File: src/rtl/gpu_cmd_pkg.sv
// Shared command-word layout for the SPI->GPU command path.
// Used by the SPI-side packer and the GPU-side reader.
package gpu_cmd_pkg;

  localparam int unsigned CMD_ADDR_WIDTH = 7;
  localparam int unsigned CMD_DATA_WIDTH = 64;
  localparam int unsigned CMD_WIDTH      = 1 + CMD_ADDR_WIDTH + CMD_DATA_WIDTH;

  localparam logic CMD_RW_READ  = 1'b1;
  localparam logic CMD_RW_WRITE = 1'b0;

  // MSB first: rw, addr, data
  typedef struct packed {
    logic                      rw;
    logic [CMD_ADDR_WIDTH-1:0] addr;
    logic [CMD_DATA_WIDTH-1:0] data;
  } cmd_t;

  // Assemble a command word from its fields
  function automatic cmd_t cmd_pack(input logic                      rw,
                                    input logic [CMD_ADDR_WIDTH-1:0] addr,
                                    input logic [CMD_DATA_WIDTH-1:0] data);
    cmd_t c;
    c.rw   = rw;
    c.addr = addr;
    c.data = data;
    return c;
  endfunction

endpackage

File: src/rtl/cmd_skid_buf.sv
// Small circular buffer holding captured command words.
// Ports:
//   clk, rst        clock, async active-high reset (pointers/occupancy only)
//   push, push_data write push_data at the tail
//   pop             advance the head (caller guarantees occ != 0)
//   head_data       entry at the head, combinational
//   occ             number of stored entries
module cmd_skid_buf #(
  parameter int unsigned WIDTH = 72,
  parameter int unsigned DEPTH = 4
) (
  input  logic                         clk,
  input  logic                         rst,
  input  logic                         push,
  input  logic [WIDTH-1:0]             push_data,
  input  logic                         pop,
  output logic [WIDTH-1:0]             head_data,
  output logic [$clog2(DEPTH+1)-1:0]   occ
);

  localparam int unsigned PTR_W = $clog2(DEPTH);
  localparam int unsigned OCC_W = $clog2(DEPTH + 1);

  logic [WIDTH-1:0] mem [DEPTH];
  logic [PTR_W-1:0] wr_ptr;
  logic [PTR_W-1:0] rd_ptr;
  logic [OCC_W-1:0] occ_q;

  // Data array, intentionally not reset
  always_ff @(posedge clk) begin
    if (push) mem[wr_ptr] <= push_data;
  end

  // Pointers wrap naturally because DEPTH is a power of two
  always_ff @(posedge clk or posedge rst) begin
    if (rst) begin
      wr_ptr <= '0;
      rd_ptr <= '0;
      occ_q  <= '0;
    end else begin
      if (push) wr_ptr <= wr_ptr + PTR_W'(1);
      if (pop)  rd_ptr <= rd_ptr + PTR_W'(1);
      occ_q <= occ_q + OCC_W'(push) - OCC_W'(pop);
    end
  end

  assign head_data = mem[rd_ptr];
  assign occ       = occ_q;

endmodule

File: src/rtl/cmd_fifo_reader.sv
// GPU-domain consumer of the SPI->GPU command async FIFO.
// Pops command words, absorbs the FIFO's one-cycle read latency through a
// local buffer, and presents rw/addr/data to the register file over
// valid/ready. Pop requests depend only on registered occupancy, never on
// cmd_ready.
// Ports:
//   clk, rst                  core clock, async active-high reset
//   enable                    allow new FIFO pops
//   fifo_rd_en/_data/_empty   async FIFO read port
//   cmd_valid/cmd_ready       command handshake to the register file
//   cmd_rw/cmd_addr/cmd_wdata decoded head command
//   idle                      nothing buffered and nothing in flight
//   cmd_count                 commands accepted since reset
module cmd_fifo_reader #(
  parameter int unsigned CMD_WIDTH  = gpu_cmd_pkg::CMD_WIDTH,
  parameter int unsigned ADDR_WIDTH = gpu_cmd_pkg::CMD_ADDR_WIDTH,
  parameter int unsigned DATA_WIDTH = gpu_cmd_pkg::CMD_DATA_WIDTH,
  parameter int unsigned BUF_DEPTH  = 4
) (
  input  logic                  clk,
  input  logic                  rst,
  input  logic                  enable,
  output logic                  fifo_rd_en,
  input  logic [CMD_WIDTH-1:0]  fifo_rd_data,
  input  logic                  fifo_rd_empty,
  output logic                  cmd_valid,
  input  logic                  cmd_ready,
  output logic                  cmd_rw,
  output logic [ADDR_WIDTH-1:0] cmd_addr,
  output logic [DATA_WIDTH-1:0] cmd_wdata,
  output logic                  idle,
  output logic [31:0]           cmd_count
);

  localparam int unsigned OCC_W = $clog2(BUF_DEPTH + 1);

  // Reject inconsistent configurations at elaboration
  if (CMD_WIDTH != 1 + ADDR_WIDTH + DATA_WIDTH) begin : g_bad_width
    $fatal(1, "cmd_fifo_reader: CMD_WIDTH must equal 1+ADDR_WIDTH+DATA_WIDTH");
  end
  if (BUF_DEPTH < 3 || (BUF_DEPTH & (BUF_DEPTH - 1)) != 0) begin : g_bad_depth
    $fatal(1, "cmd_fifo_reader: BUF_DEPTH must be a power of two >= 3");
  end

  logic [OCC_W-1:0]     occ;
  logic [CMD_WIDTH-1:0] head;
  logic                 inflight_q;
  logic [31:0]          count_q;
  logic                 credit;
  logic                 pop;
  logic                 accept;

  // Room for one more word counting the one already in flight
  assign credit     = (occ + OCC_W'(inflight_q)) < OCC_W'(BUF_DEPTH);
  assign fifo_rd_en = !rst && enable && !fifo_rd_empty && credit;
  assign pop        = fifo_rd_en && !fifo_rd_empty;

  assign cmd_valid  = (occ != '0);
  assign accept     = cmd_valid && cmd_ready;
  assign idle       = (occ == '0) && !inflight_q;

  assign cmd_rw     = head[CMD_WIDTH-1];
  assign cmd_addr   = head[CMD_WIDTH-2 -: ADDR_WIDTH];
  assign cmd_wdata  = head[DATA_WIDTH-1:0];
  assign cmd_count  = count_q;

  // Read data is valid exactly one cycle after an accepted pop
  always_ff @(posedge clk or posedge rst) begin
    if (rst) begin
      inflight_q <= 1'b0;
      count_q    <= '0;
    end else begin
      inflight_q <= pop;
      if (accept) count_q <= count_q + 32'd1;
    end
  end

  cmd_skid_buf #(
    .WIDTH (CMD_WIDTH),
    .DEPTH (BUF_DEPTH)
  ) u_buf (
    .clk       (clk),
    .rst       (rst),
    .push      (inflight_q),
    .push_data (fifo_rd_data),
    .pop       (accept),
    .head_data (head),
    .occ       (occ)
  );

endmodule

File: config.mk
export PLATFORM = sky130hd
export DESIGN_NAME = cmd_fifo_reader
export DESIGN_NICKNAME = d
export VERILOG_FILES = /design/src/rtl/gpu_cmd_pkg.sv /design/src/rtl/cmd_skid_buf.sv /design/src/rtl/cmd_fifo_reader.sv
export SDC_FILE = /design/constraint.sdc
export NUM_CORES = 1
export LEC_CHECK = 0
export ABC_CLOCK_PERIOD_IN_PS = 5900
export CAP_MARGIN = 20
export CORE_MARGIN = 2
export CORE_UTILIZATION = 55
export CTS_CLUSTER_SIZE = 12
export DETAILED_ROUTE_END_ITERATION = 12
export PLACE_DENSITY = 0.9
export SYNTH_ARGS = -nofsm -noshare
export SYNTH_HDL_FRONTEND = slang
export SYNTH_SLANG_ARGS = --single-unit
File: constraint.sdc
create_clock -name clk -period 5.9 [get_ports clk]
set_input_delay 1.18 -clock clk [delete_from_list [all_inputs] [get_ports clk]]
set_output_delay 1.18 -clock clk [all_outputs]
set_load 0.05 [all_outputs]
Word level (Yosys, flattened, before mapping)
Memory sizes are Yosys's and may differ from the RTL's.
Index checks and enable logic that the tools add are counted.
- add/sub/neg operators: 5
- order comparisons: 1
- muxes and demuxes: 2
- reduce and logical (&&, ||, !) cells: 11
- operator list (cell ; number):
    32-bit by 1-bit adder with 32-bit output (second input constant) ; 1
    1-bit logical AND ; 6
    2-bit by 1-bit adder with 2-bit output (second input constant) ; 2
    3-bit by 1-bit adder with 3-bit output ; 1
    1-bit zero test ; 3
    3-bit zero test ; 1
    3-bit less-than comparator (second input constant) ; 1
    3-bit nonzero test ; 1
    3-bit by 1-bit subtractor with 3-bit output ; 1
    1-bit 2-to-1 mux ; 2
- register bits: 40
- bits in writable memories: 288
- input port bits: 77
- output and inout port bits: 107
- memories: 1
- memory list (name ; depth ; width ; rd ports ; clocked after Yosys merged registers in ; wr ports ; line ; source):
    u_buf.mem ; 4 ; 72 ; 1 ; 0 ; 1 ; cmd_skid_buf.sv:24 ; logic [WIDTH-1:0] mem [DEPTH];

Logic depth before layout (Yosys ltp)
Gate-level depths: netlist of run 1.
- depth after elaboration: 5
- depth in mapped cells: 6

Modules after synthesis
Synthesis of run 1 repeated with hierarchy kept, for this count alone.
- cells, all modules: 545
- area total of the unflattened synthesis: 12316.8 um2
- modules (own cells, without submodules) (module ; instances ; cells each ; area an instance (um2) ; sequential area each (um2)):
    cmd_skid_buf ; 1 ; 409 ; 10774.1 ; 8823.5
    cmd_fifo_reader ; 1 ; 136 ; 1542.7 ; 825.8

Least setup slack after synthesis of run 1
OpenSTA, ideal clock, no wires.
- kind: input-to-output
- start point: input rst
- end point: output fifo_rd_en
- arrival: 1.738 ns
- required time: 4.720 ns
- path slack: 2.982 ns
- stages: 2
- path buffers: 0
- cell sequence: nor2_1 > and3_1
- cells in the longest elaborated chain, start to end: 4
- RTL lines (what ; line ; source):
    from (decl) ; cmd_fifo_reader.sv:21 ; input logic rst,
    1-bit zero test (no source line) ; -- ;
    1-bit logical AND (3 in series) ; cmd_fifo_reader.sv:55 ; assign fifo_rd_en = !rst && enable && !fifo_rd_empty && credit;
    to (decl) ; cmd_fifo_reader.sv:23 ; output logic fifo_rd_en,
Every way passes these cells.

Worst setup path after layout of run 1
- start point: register u_buf.rd_ptr[0]
- end point: output cmd_wdata[7]
- cells in the longest elaborated chain, start to end: 1
- RTL lines (what ; line ; source):
    from (decl) ; cmd_skid_buf.sv:26 ; logic [PTR_W-1:0] rd_ptr;
    from (signal assigned) ; cmd_skid_buf.sv:42 ; if (pop) rd_ptr <= rd_ptr + PTR_W'(1);
    memory read 4 x 72 bit ; -- ;
    to (decl) ; cmd_fifo_reader.sv:30 ; output logic [DATA_WIDTH-1:0] cmd_wdata,
Every way passes these cells.

==> flow_metrics.py, run 1 <==
metrics = {
    "run_status": {
        "outcome": "completed",
    },
    "critical_path": {
        "crit_path_cell_trace": "buf_4 > mux4_2 > clkdlybuf4s50_1",
        "r2r-end": "u_buf.mem[0][71]",
        "start_kind": "flop",
        "r2r_slack_ns": 3.89,
        "critPathBufInv": 2,
        "critical_path.slowest_cell": "dfrtp_4",
        "crit_family": "buffers and inverters",
        "r2r_cells": 3,
        "cpPeakStageDelay_ns": 0.99,
        "criticalPathCategory": "flop to output port",
        "r2r_start": "u_buf.wr_ptr[0]",
        "cp_data_arrival_time_ns": 3.27,
        "end_kind": "output port",
        "crit_path_max_fanout": 42,
        "worstPathRequired_ns": 4.72,
    },
    "logic_synthesis": {
        "syn_nets": 634,
        "synth_cells": 548,
        "ys_seq_elements": 328,
        "synth_top_cell_by_area": "edfxtp_1",
        "avgSynthCellArea_um2": 22.6,
        "ys.warnings.count": 0,
        "yosysSeqAreaShare_pct": 77.8,
        "synth.area.top_cells": "edfxtp_1 (70%), mux4_2 (13%), dfrtp_1 (8.1%), xor2_1 (1.8%), ha_1 (0.91%)",
        "syn_area_um2": 12400,
        "synth.top_cell.area_share_pct": 69.8,
        "synth.distinct_cells": 34,
    },
    "floorplanning": {
        "fp.dieArea_um2": 23800,
        "num_io_pins": 184,
        "core-area_um2": 22000,
        "num_rows": 54,
        "die_h_um": 154,
        "initial_core_util_pct": 56.5,
        "die_w_um": 154,
    },
    "job": {
        "maxCapViolations": 0,
    },
    "min_path": {
        "holdPathEnd": "cmd_count[31]",
        "hp-class": "flop to flop",
        "hp-start": "cmd_count[31]",
        "hold-path-cell-count": 1,
    },
    "detailed_routing": {
        "drc": 0,
        "drt_pass1_iterations": 5,
        "postRouteWirelength_um": 24200,
        "via_per_inst": 5.83,
        "routedWlPerCell_um": 23.0,
        "drt_iter0_drc": 406,
        "ant_nets": 0,
        "vias": 6128,
    },
    "placed_design": {
        "post-dp-hpwl_um": 14300,
        "io_buffers": 183,
        "gp_congestion": 0.802,
        "dpl-instance-area_um2": 14500,
    },
    "timing": {
        "period_share_pct": 75.5,
        "finalSetupViolations": 0,
        "fmax_mhz": 225,
        "rsz0062_at_grt": "no",
        "setup_tns_ns": 0,
        "worst_slew_margin_rel_pct": 25.8,
        "report.final.slew_viol_count": 0,
        "tightest_slew_ns": 1.11,
        "final_hold_viol_count": 0,
        "skew_ns": 0.00799,
        "period_minus_slack_ns": 4.45,
    },
    "global_routing": {
        "grt_use_total_pct": 20.8,
        "grt_pass1_wl_um": 37800,
        "grt.busiest_layer": "met2",
        "met3_usage_pct": 6.54,
        "antenna_found_initial": 1,
        "overflow": 0,
        "grtUsageMet1_pct": 26.9,
        "use_met2_pct": 34.8,
        "grt_max_degree": 74,
        "grt_pass1_vias": 6560,
    },
    "clock_network": {
        "cts_tree": "yes",
        "clkTransAtPathRegs_ns": 0.06,
        "post_cts_buffers": 0,
        "worstSkewPairLatency_ns": 0.49,
        "numCtsBuffers": 35,
        "post_cts_resized": 0,
        "cts.sink_count": 328,
        "clockBufferDepth": 3,
        "cts-hold-fix-buffers": 0,
        "clock-root-buffer": "clkbuf_16",
        "htreeDepth": 2,
    },
    "cells_and_area": {
        "fin_nets": 838,
        "finalInstanceArea_um2": 15600,
        "diodes": 0,
        "syn_to_final_growth_pct": 26.0,
        "mostFrequentLayoutCell": "edfxtp_1",
        "drive_gt1_share_pct": 18.8,
        "final_cell_mix": "edfxtp_1 (288), clkdlybuf4s50_1 (183), mux4_2 (72)",
    },
    "power": {
        "ir_drop_v": 0.000420,
        "p_per_area_nw_per_um2": 478,
        "leakagePower_uw": 0.00534,
    },
}
==> routing by layer <==
layer  wire length, um  part of all wire (%)
met1              9420                    39
met2             12300                    51
met3              2060                   8.5
met4               440                   1.8
met5                16                 0.066
==> cells by family after synthesis <==
family | share of synthesized area (%)
muxes | 13.2
AOI/OAI and AO/OA | 0.182
adders and majority gates | 0.908
buffers and inverters | 1.28
DFF | 77.8
and+or+nand+nor | 4.08
xor gates and xnor gates | 2.54
==> cells in the mapped netlist, drive strengths merged <==
| cell type | count |
|---|---|
| nor3 | 11 |
| or3 | 1 |
| o31a | 1 |
| o21ai | 1 |
| and2 | 4 |
| nor4b | 1 |
| mux2 | 1 |
| and4 | 5 |
| clkbuf | 4 |
| buf | 17 |
| dfrtp | 40 |
| and3 | 4 |
| edfxtp | 288 |
| ha | 9 |
| xor2 | 25 |
| nor4 | 8 |
| nand3 | 9 |
| nand4 | 5 |
| nand2 | 14 |
| xnor2 | 11 |
| mux4 | 72 |
| inv | 10 |
| nor3b | 1 |
| nor2 | 6 |
==> power by group <==
part / internal, uW / switching, uW / total [uW]
registers: 2660 / 262 / 2920
logic: 1020 / 1480 / 2500
clock network: 1250 / 800 / 2050
total: 4930 / 2540 / 7470
==> flip-flops by register name (all words and copies together) (netlist names) <==
| name | flops |
|---|---|
| cmd_count | 32 |
| inflight_q | 1 |
| u_buf.mem | 288 |
| u_buf.occ | 3 |
| u_buf.rd_ptr | 2 |
| u_buf.wr_ptr | 2 |
==> final cells by class <==
class | count | area, um2
Multi-Input combinational cell | 189 | 2600
Clock buffer | 49 | 992
Clock inverter | 7 | 81.3
Fill cell | 1288 | 6340
Sequential cell | 328 | 9660
Inverter | 10 | 37.5
Tap cell | 280 | 350
Timing Repair Buffer | 188 | 1900
==> stage by stage <==
step           setup slack [ns]  hold slack [ns]  total power [uW]  cells  utilization (%)
2_1_floorplan              2.98            0.494              4710    548                -
3_3_place_gp               1.95            0.472              5410    993             66.0
3_5_place_dp               1.87            0.462              5480    993             66.0
4_1_cts                    1.33            0.484              7550   1049             70.9
5_1_grt                    1.22            0.512              7740   1051             71.1
6_report                   1.45            0.484              7470   1051             71.1
==> how the worst max path moves through the flow <==
stage	cells after the start	endpoint	slack (ns)	start
after CTS	3	cmd_wdata[7]	1.33	u_buf.rd_ptr[0]
after global routing	3	cmd_wdata[7]	1.22	u_buf.rd_ptr[0]
final	3	cmd_wdata[7]	1.45	u_buf.rd_ptr[0]
after floorplan	2	fifo_rd_en	2.98	rst
after global placement	3	cmd_wdata[7]	1.95	u_buf.rd_ptr[0]
after detailed placement	3	cmd_wdata[7]	1.87	u_buf.rd_ptr[0]
Power figures use the tool's default switching activity.
==> inputs of run 2 (changes only) <==
- ABC_CLOCK_PERIOD_IN_PS: 5900 -> 3980
- CORE_UTILIZATION: 55 -> 49
- PLACE_DENSITY: 0.9 -> 0.85
- clock period: 5.9 -> 3.98 ns (I/O delays scaled with it)
==> run 2 against run 1 <==
Register-to-register slack lost 1.9 ns. Design area grew 0.65%. Power grew 48%. Global-route usage shrank 2.7 points. Critical path depth is the same. Critical path type unchanged. Critical endpoint is now cmd_wdata[16]. Largest power group unchanged.
==> flow_metrics.py, run 2 (synthesis results as in run 1) <==
metrics = {
    "critical_path": {
        "start_kind": "flop",
        "worstPathRequired_ns": 3.18,
        "end_kind": "output port",
        "r2r_slack_ns": 1.95,
        "cp_data_arrival_time_ns": 2.94,
        "crit_path_max_fanout": 26,
        "criticalPathCategory": "flop to output port",
    },
    "clock_network": {
        "htreeDepth": 2,
        "clockBufferDepth": 3,
        "cts.sink_count": 328,
        "clock-root-buffer": "clkbuf_16",
        "post_cts_resized": 0,
        "numCtsBuffers": 35,
        "clkTransAtPathRegs_ns": 0.06,
        "cts-hold-fix-buffers": 0,
        "worstSkewPairLatency_ns": 0.50,
        "post_cts_buffers": 0,
        "cts_tree": "yes",
    },
    "timing": {
        "fmax_mhz": 268,
        "period_share_pct": 93.8,
        "worst_slew_margin_rel_pct": 45.3,
        "rsz0062_at_grt": "no",
        "final_hold_viol_count": 0,
        "whs_ns": 0.496,
        "period_minus_slack_ns": 3.73,
        "skew_ns": 0.0181,
        "tightest_slew_ns": 0.820,
        "report.final.slew_viol_count": 0,
        "setup_tns_ns": 0,
        "finalSetupViolations": 0,
    },
    "detailed_routing": {
        "drt_iter0_drc": 466,
        "ant_nets": 0,
        "postRouteWirelength_um": 23500,
        "drt_pass1_iterations": 5,
        "vias": 6024,
        "drc": 0,
        "via_per_inst": 5.43,
        "routedWlPerCell_um": 21.2,
    },
    "cells_and_area": {
        "drive_gt1_share_pct": 19.8,
        "top_register": "u_buf.mem",
        "largest_register_ffs": 288,
        "syn_to_final_growth_pct": 26.8,
        "fin_nets": 846,
        "finalInstanceArea_um2": 15700,
        "mostFrequentLayoutCell": "edfxtp_1",
        "final_cell_mix": "edfxtp_1 (288), clkdlybuf4s50_1 (183), mux4_2 (72)",
    },
    "power": {
        "ir_drop_v": 0.000531,
        "p_per_area_nw_per_um2": 703,
        "p_total_uw": 11000,
        "leakagePower_uw": 0.00537,
    },
    "job": {
        "maxCapViolations": 0,
    },
    "floorplanning": {
        "num_io_pins": 184,
        "num_rows": 58,
        "core-area_um2": 25000,
        "die_h_um": 163,
        "fp.dieArea_um2": 26600,
        "initial_core_util_pct": 49.5,
        "die_w_um": 163,
    },
    "min_path": {
        "hp-class": "flop to flop",
    },
    "run_status": {
        "outcome": "completed",
    },
    "placed_design": {
        "gp_congestion": 0.732,
        "post-dp-hpwl_um": 14300,
        "dpl-instance-area_um2": 14700,
        "io_buffers": 183,
    },
    "global_routing": {
        "antenna_found_initial": 2,
        "grt_use_total_pct": 18.1,
        "overflow": 0,
        "grt_max_degree": 54,
        "grt_pass1_wl_um": 36500,
        "grt_pass1_vias": 6427,
    },
}
run 2: cell count changes in the layout (fill, tap and decap cells not counted), moves of 2 or more:
cell	previous run	this run
buf_4	3	11
clkbuf_1	11	7
clkbuf_16	38	36
diode_2	0	2
run 2: final timing paths:
kind,from,endpoint,cells after the start
setup reg to reg,inflight_q,u_buf.mem[3][38],2
setup / recovery,u_buf.rd_ptr[0],cmd_wdata[16],3
min in group asynchronous,rst,inflight_q,3
max in group asynchronous,rst,u_buf.rd_ptr[1],3
hold reg to reg,cmd_count[29],cmd_count[29],1
hold / removal,cmd_count[29],cmd_count[29],1
run 2: cell type report:
| type | count | area (um2) |
|---|---|---|
| flip-flops and latches | 328 | 9660 |
| fillers | 1679 | 9320 |
| multi-input cells | 189 | 2600 |
| repair buffers | 196 | 1950 |
| clock buffers | 44 | 941 |
| well taps | 330 | 413 |
| clock inverters | 10 | 114 |
| inverters | 10 | 37.5 |
| diodes | 2 | 5.00 |
run 2: worst max-delay path: stages (launching register included):
cell and delay, ns:
dfrtp_4 0.76, buf_4 0.40, mux4_2 0.56, clkdlybuf4s50_1 0.71
run 2: layer usage:
layer | track usage [%] | routed length, um | part of all wire [%] | vias to the layer above
met5 | 0 | 0 | 0 | -
met2 | 30.3 | 11600 | 49 | 247
met3 | 5.00 | 2030 | 8.6 | 31
met1 | 24.0 | 9610 | 41 | 3080
met4 | 3.98 | 290 | 1.2 | 0
li1 | - | - | - | 2666
run 2: per-stage QoR:
stage          cells  util (%)  worst slack, ns
2_1_floorplan    548         -             1.24
3_3_place_gp    1053      58.6            0.711
3_5_place_dp    1053      58.6            0.686
4_1_cts         1107      62.8            0.163
5_1_grt         1107      62.8           0.0687
6_report        1109      62.8            0.245
run 2: power breakdown:
group | internal, uW | total, uW | switching, uW
Clock | 1790 | 2980 | 1190
Combinational | 1540 | 3850 | 2310
Sequential | 3940 | 4210 | 270
Total | 7270 | 11000 | 3770
